### src/rtl/acc_apb_master.sv
// acc_apb_master: single-outstanding request/response to APB master bridge.
// Define ACC_APB_TIMEOUT_EN to add an ACCESS-phase watchdog that aborts stalled transfers.
module acc_apb_master #(
    parameter int APB_ADDR_WIDTH = 13,
    parameter int TIMEOUT_CYCLES = 256
) (
    input  logic                      HCLK,
    input  logic                      HRESETn,
    input  logic                      req_valid,
    output logic                      req_ready,
    input  logic                      req_write,
    input  logic [APB_ADDR_WIDTH-1:0] req_addr,
    input  logic [31:0]               req_wdata,
    output logic                      rsp_valid,
    input  logic                      rsp_ready,
    output logic [31:0]               rsp_rdata,
    output logic                      rsp_err,
    output logic                      rsp_timeout,
    output logic [APB_ADDR_WIDTH-1:0] PADDR,
    output logic [31:0]               PWDATA,
    output logic                      PWRITE,
    output logic                      PSEL,
    output logic                      PENABLE,
    input  logic [31:0]               PRDATA,
    input  logic                      PREADY,
    input  logic                      PSLVERR
);
    typedef enum logic [1:0] {IDLE, SETUP, ACCESS, RESP} state_t;
    state_t state;
    assign req_ready = (state == IDLE);
`ifdef ACC_APB_TIMEOUT_EN
    localparam int CW = $clog2(TIMEOUT_CYCLES + 1);
    logic [CW-1:0] wait_cnt;
    logic          expired;
    // The current stalled cycle is the TIMEOUT_CYCLES-th consecutive wait.
    assign expired = (wait_cnt == CW'(TIMEOUT_CYCLES - 1));
`else
    // Tied low; the comparison is constant false and only keeps the parameter referenced.
    assign rsp_timeout = (TIMEOUT_CYCLES < 0);
`endif
    always_ff @(posedge HCLK or negedge HRESETn) begin
        if (!HRESETn) begin
            state     <= IDLE;
            PSEL      <= 1'b0;
            PENABLE   <= 1'b0;
            PWRITE    <= 1'b0;
            PADDR     <= '0;
            PWDATA    <= '0;
            rsp_valid <= 1'b0;
            rsp_rdata <= '0;
            rsp_err   <= 1'b0;
`ifdef ACC_APB_TIMEOUT_EN
            rsp_timeout <= 1'b0;
            wait_cnt    <= '0;
`endif
        end else begin
            case (state)
                IDLE: if (req_valid) begin
                    state  <= SETUP;
                    PSEL   <= 1'b1;
                    PADDR  <= req_addr;
                    PWRITE <= req_write;
                    PWDATA <= req_write ? req_wdata : 32'd0;
                end
                SETUP: begin
                    state   <= ACCESS;
                    PENABLE <= 1'b1;
`ifdef ACC_APB_TIMEOUT_EN
                    wait_cnt <= '0;
`endif
                end
                ACCESS: if (PREADY) begin
                    state     <= RESP;
                    PSEL      <= 1'b0;
                    PENABLE   <= 1'b0;
                    rsp_valid <= 1'b1;
                    rsp_rdata <= PWRITE ? 32'd0 : PRDATA;
                    rsp_err   <= PSLVERR;
`ifdef ACC_APB_TIMEOUT_EN
                    rsp_timeout <= 1'b0;
                end else if (expired) begin
                    state       <= RESP;
                    PSEL        <= 1'b0;
                    PENABLE     <= 1'b0;
                    rsp_valid   <= 1'b1;
                    rsp_rdata   <= 32'd0;
                    rsp_err     <= 1'b1;
                    rsp_timeout <= 1'b1;
                end else begin
                    wait_cnt <= wait_cnt + 1'b1;
`endif
                end
                RESP: if (rsp_ready) begin
                    state     <= IDLE;
                    rsp_valid <= 1'b0;
                end
                default: state <= IDLE;
            endcase
        end
    end
endmodule

### config.mk
export PLATFORM = sky130hd
export DESIGN_NAME = acc_apb_master
export DESIGN_NICKNAME = d
export VERILOG_FILES = /design/src/rtl/acc_apb_master.sv
export SDC_FILE = /design/constraint.sdc
export NUM_CORES = 1
export LEC_CHECK = 0
export BUFFER_PORTS_ARGS = -buffer_cell sky130_fd_sc_hd__buf_2
export CAP_MARGIN = 15
export CELL_PAD_IN_SITES_DETAIL_PLACEMENT = 0
export CELL_PAD_IN_SITES_GLOBAL_PLACEMENT = 1
export CORE_MARGIN = 10
export CORE_UTILIZATION = 29
export CTS_CLUSTER_SIZE = 12
export DETAILED_ROUTE_END_ITERATION = 10
export MAX_ROUTING_LAYER = met4
export PLACE_DENSITY_LB_ADDON = 0.1
export SYNTH_ARGS = -nofsm -noshare
export SYNTH_HDL_FRONTEND = slang
export SYNTH_SLANG_ARGS = --single-unit
### constraint.sdc
create_clock -name HCLK -period 1.6 [get_ports HCLK]
set_input_delay 0.24 -clock HCLK [delete_from_list [all_inputs] [get_ports HCLK]]
set_output_delay 0.24 -clock HCLK [all_outputs]
set_load 0.03 [all_outputs]
==> summary.md <==
| Metric | Value |
|---|---|
| Fill cell instance count of the final layout | approximately 1200 |
| Final cell area excluding filler cells | around 0.0048 mm^2 |
| Count of endpoints failing hold in the final timing report | 0 |
| Setup skew after layout | ~0.0031 ns |
| Wire length of the first global-routing pass | between 15000 and 20000 um |
| Max FO, Critical Path | 3 |
| Hold EP | PADDR[10] |
| Worst reg2reg endpoint | state[1] |
| Total via count after detailed routing | between 2000 and 3000 |
| Largest net degree at the start of global routing | 53 |
| Total number of nets in the final design | roughly 600 |
| Distinct cells, synth | 20 |
| Total cell area at the placement stage | approximately 0.0045 mm^2 |
| Worst Path Class, Setup | reg -> reg |
| Final core area utilization | 41.4% |
| Area Overhead vs Synth | 38.0% |
| Estimated wirelength of the detail-placed design | between 7000 and 8000 um |
| Number of placed instances, taps included | 639 |
| Detailed router's first-iteration violation count | 149 |
| Share of the synthesized area in the top cell type | approximately three fifths |
| Largest cells by area after synthesis | dfrtp_1 61%, nand2_1 11%, o21ai_0 9.0%, nand2b_1 6.0%, mux2_2 4.9% |
| Via-per-instance ratio | roughly 4.4 |
| Die W | approximately 130 um |
| Aggregate global-route resource usage | between 10% and 20% |
| Die ar. | about 0.017 mm^2 |
| Final Non-Filler Cells | between 600 and 700 |
| Routability Congestion | ~0.7 |
| Synthesized area per cell | roughly 10 um^2 |
| Max Slew Vio Count | 0 |
| Reg2Reg Depth | 4 |
| Clk Tree Root Cell | clkbuf_16 |
| Antenna viol nets, final | 0 |
| Core area | around 0.012 mm^2 |
| Critical path required time | 1.81 ns |
| Wire length per cell after detailed routing | between 15 and 20 um |
| Antenna violations before repair | 0 |
| WHS Path Cells | 2 |
| DRC violation count after routing | 0 |
| Hold path start | req_addr[10] |
| Final worst path period share | approximately 97% |
| Power density over cell area | approximately 2200 mW/mm^2 |
| Leak Pwr | 2.50 nW |
| Post-synthesis sequential element count | 84 |
| Source-to-sink clock delay at the later pin of the worst-skew pair | 0.33 ns |
| Critical path startpoint category | flip-flop |
| Worst Hold Class | in -> reg |
| Capturing element type of the critical path | flip-flop |
| Number of buffers between clock root and the deepest sink | 2 |
| Area of the multi-input gates | 0.00124 mm^2 |
| Cell Area, Synth | 0.00345 mm^2 |
| Setup repair after global routing missed its margin | yes |
| Max IR drop VDD | around 0.9 mV |
| CTS H-tree lvls | 3 |
| Number of buffers created by CTS | 9 |
| Drt pass-1 iters | 4 |
| Drt total wl | between 10000 and 15000 um |
| Clock tree from TritonCTS | yes |
| Run status | completed |
| Cell accounting for the most synthesized area | dfrtp_1 |
| Mapped Nets | 431 |
| Data arrival time of the critical path | 1.77 ns |
| Sink count of the clock tree | 84 |
| Via count of the first global-routing pass | 2959 |
| Crit. Startpoint | state[0] |
| Hold Worst Slack | around 0.14 ns |
| Register clock-pin slew on the reported worst setup and hold paths | 0.06 ns |
| Gate Count Post-Synth | about 340 |
| Storage element area | roughly 0.0021 mm^2 |
| Top flip-flop cell by instance count after synthesis | dfrtp_1 |
| Fraction of final layout cells sized beyond drive strength 1 | approximately 41% |
| Min Tclk post-route | about 1.6 ns |
| Diodes inserted | 0 |
| EDFF count, synth | 0 |
| F_max | roughly 640 MHz |
| Total setup violations reported at the end of the flow | 0 |
| Synth Warn # | 0 |
| Fraction of registers with async set or reset after synthesis | 100% |
| Number of top-level pins | roughly 170 |
| Cell types with the highest counts after synthesis | 98 x nand2_1, 84 x dfrtp_1, 62 x o21ai_0, 33 x nand2b_1, 15 x mux2_2 |
| # port buffers | 166 |
| Leading cell type by number of instances after synthesis | nand2_1 |
| Die Y-Extent | roughly 130 um |
| Total number of placement rows | 39 |
| Starting density of the core | 30.0% |
| GRT Residual Overflow | 0 |
| Register-to-Register Setup Slack | about 0.041 ns |
| Seq/Total Area, Yosys | between 60 and 70% |
| Max Cap Viol | 0 |
| Worst r2r src | state[0] |
-- critical path, stage by stage, from the launching register on --
cell and delay [ns]:
dfrtp_1 0.38, inv_2 0.07, ha_2 0.18, a222oi_1 0.44
mux2_1 0.37
-- power by group --
| group | internal, mW | leakage [nW] | total, mW | switching, mW |
|---|---|---|---|---|
| sequential | 3.08 | 1.05 | 3.59 | 0.513 |
| clock | 1.03 | 0.116 | 1.79 | 0.759 |
| combinational | 1.63 | 1.33 | 4.97 | 3.34 |
-- kinds of logic after synthesis --
| kind of cell | count (synthesis) | share of synthesized area, % |
|---|---|---|
| simple gates | 133 | 16.8 |
| flops | 84 | 60.9 |
| mux | 17 | 5.51 |
| compound gates | 72 | 11.0 |
| fa+ha+maj | 6 | 2.17 |
| other cells | 1 | 0.109 |
| buf+inv | 28 | 3.51 |
-- metal layers --
layer  vias up  wire (um)  GRT usage, %
met4         0        174          5.62
met2        99       4860          19.7
met1      1309       4390          14.3
met3        12        782          4.00
met5         -          0             -
li1       1437          -             -
-- registers in the layout, summed over array words and instances, names as in the netlist --
register   flops
PWRITE         1
rsp_valid      1
rsp_rdata     32
rsp_err        1
PADDR         13
state          2
PENABLE        1
PSEL           1
PWDATA        32
-- metrics by stage --
step           power [mW]  TNS [ns]  setup slack (ns)
6_report             10.3         0            0.0408
5_1_grt              11.1    -0.190           -0.0310
4_1_cts              10.5         0           0.00922
3_5_place_dp         8.70         0            0.0205
3_3_place_gp         8.61         0            0.0869
2_1_floorplan        6.93         0            0.0134
-- worst max path at each step --
stage | endpoint | slack (ns) | cells past startpoint
floorplan | state[1] | 0.01 | 4
detailed placement | state[1] | 0.02 | 4
global placement | state[1] | 0.09 | 4
global route | state[1] | -0.03 | 4
CTS | state[1] | 0.009 | 4
finish | state[1] | 0.04 | 4
-- layout make-up --
class                   count  area share (%)
multi-input cells         229            26.0
clock buffers              13            5.04
flip-flops and latches     84            44.2
repair buffers            179            20.7
well taps                 143            3.75
inverters                   5           0.394
-- cell usage in the layout (no fill, tap or decap), types with 4 or more instances in the layout --
master / instances
buf_2: 164
buf_12: 4
o21ai_0: 61
o21ai_1: 6
inv_1: 4
mux2_2: 15
clkbuf_1: 4
nand2b_1: 33
nand2_1: 96
clkbuf_16: 9
ha_1: 5
buf_4: 9
dfrtp_1: 82
-- what timing repair did --
action                                  in CTS  in global routing
endpoints found under the setup margin       0                 38
hold buffers                                 1                  0
endpoints found under the hold margin       25                  0
gates resized for setup                      0                  6
setup buffers                                0                  0
(Power assumes the default switching activity.)
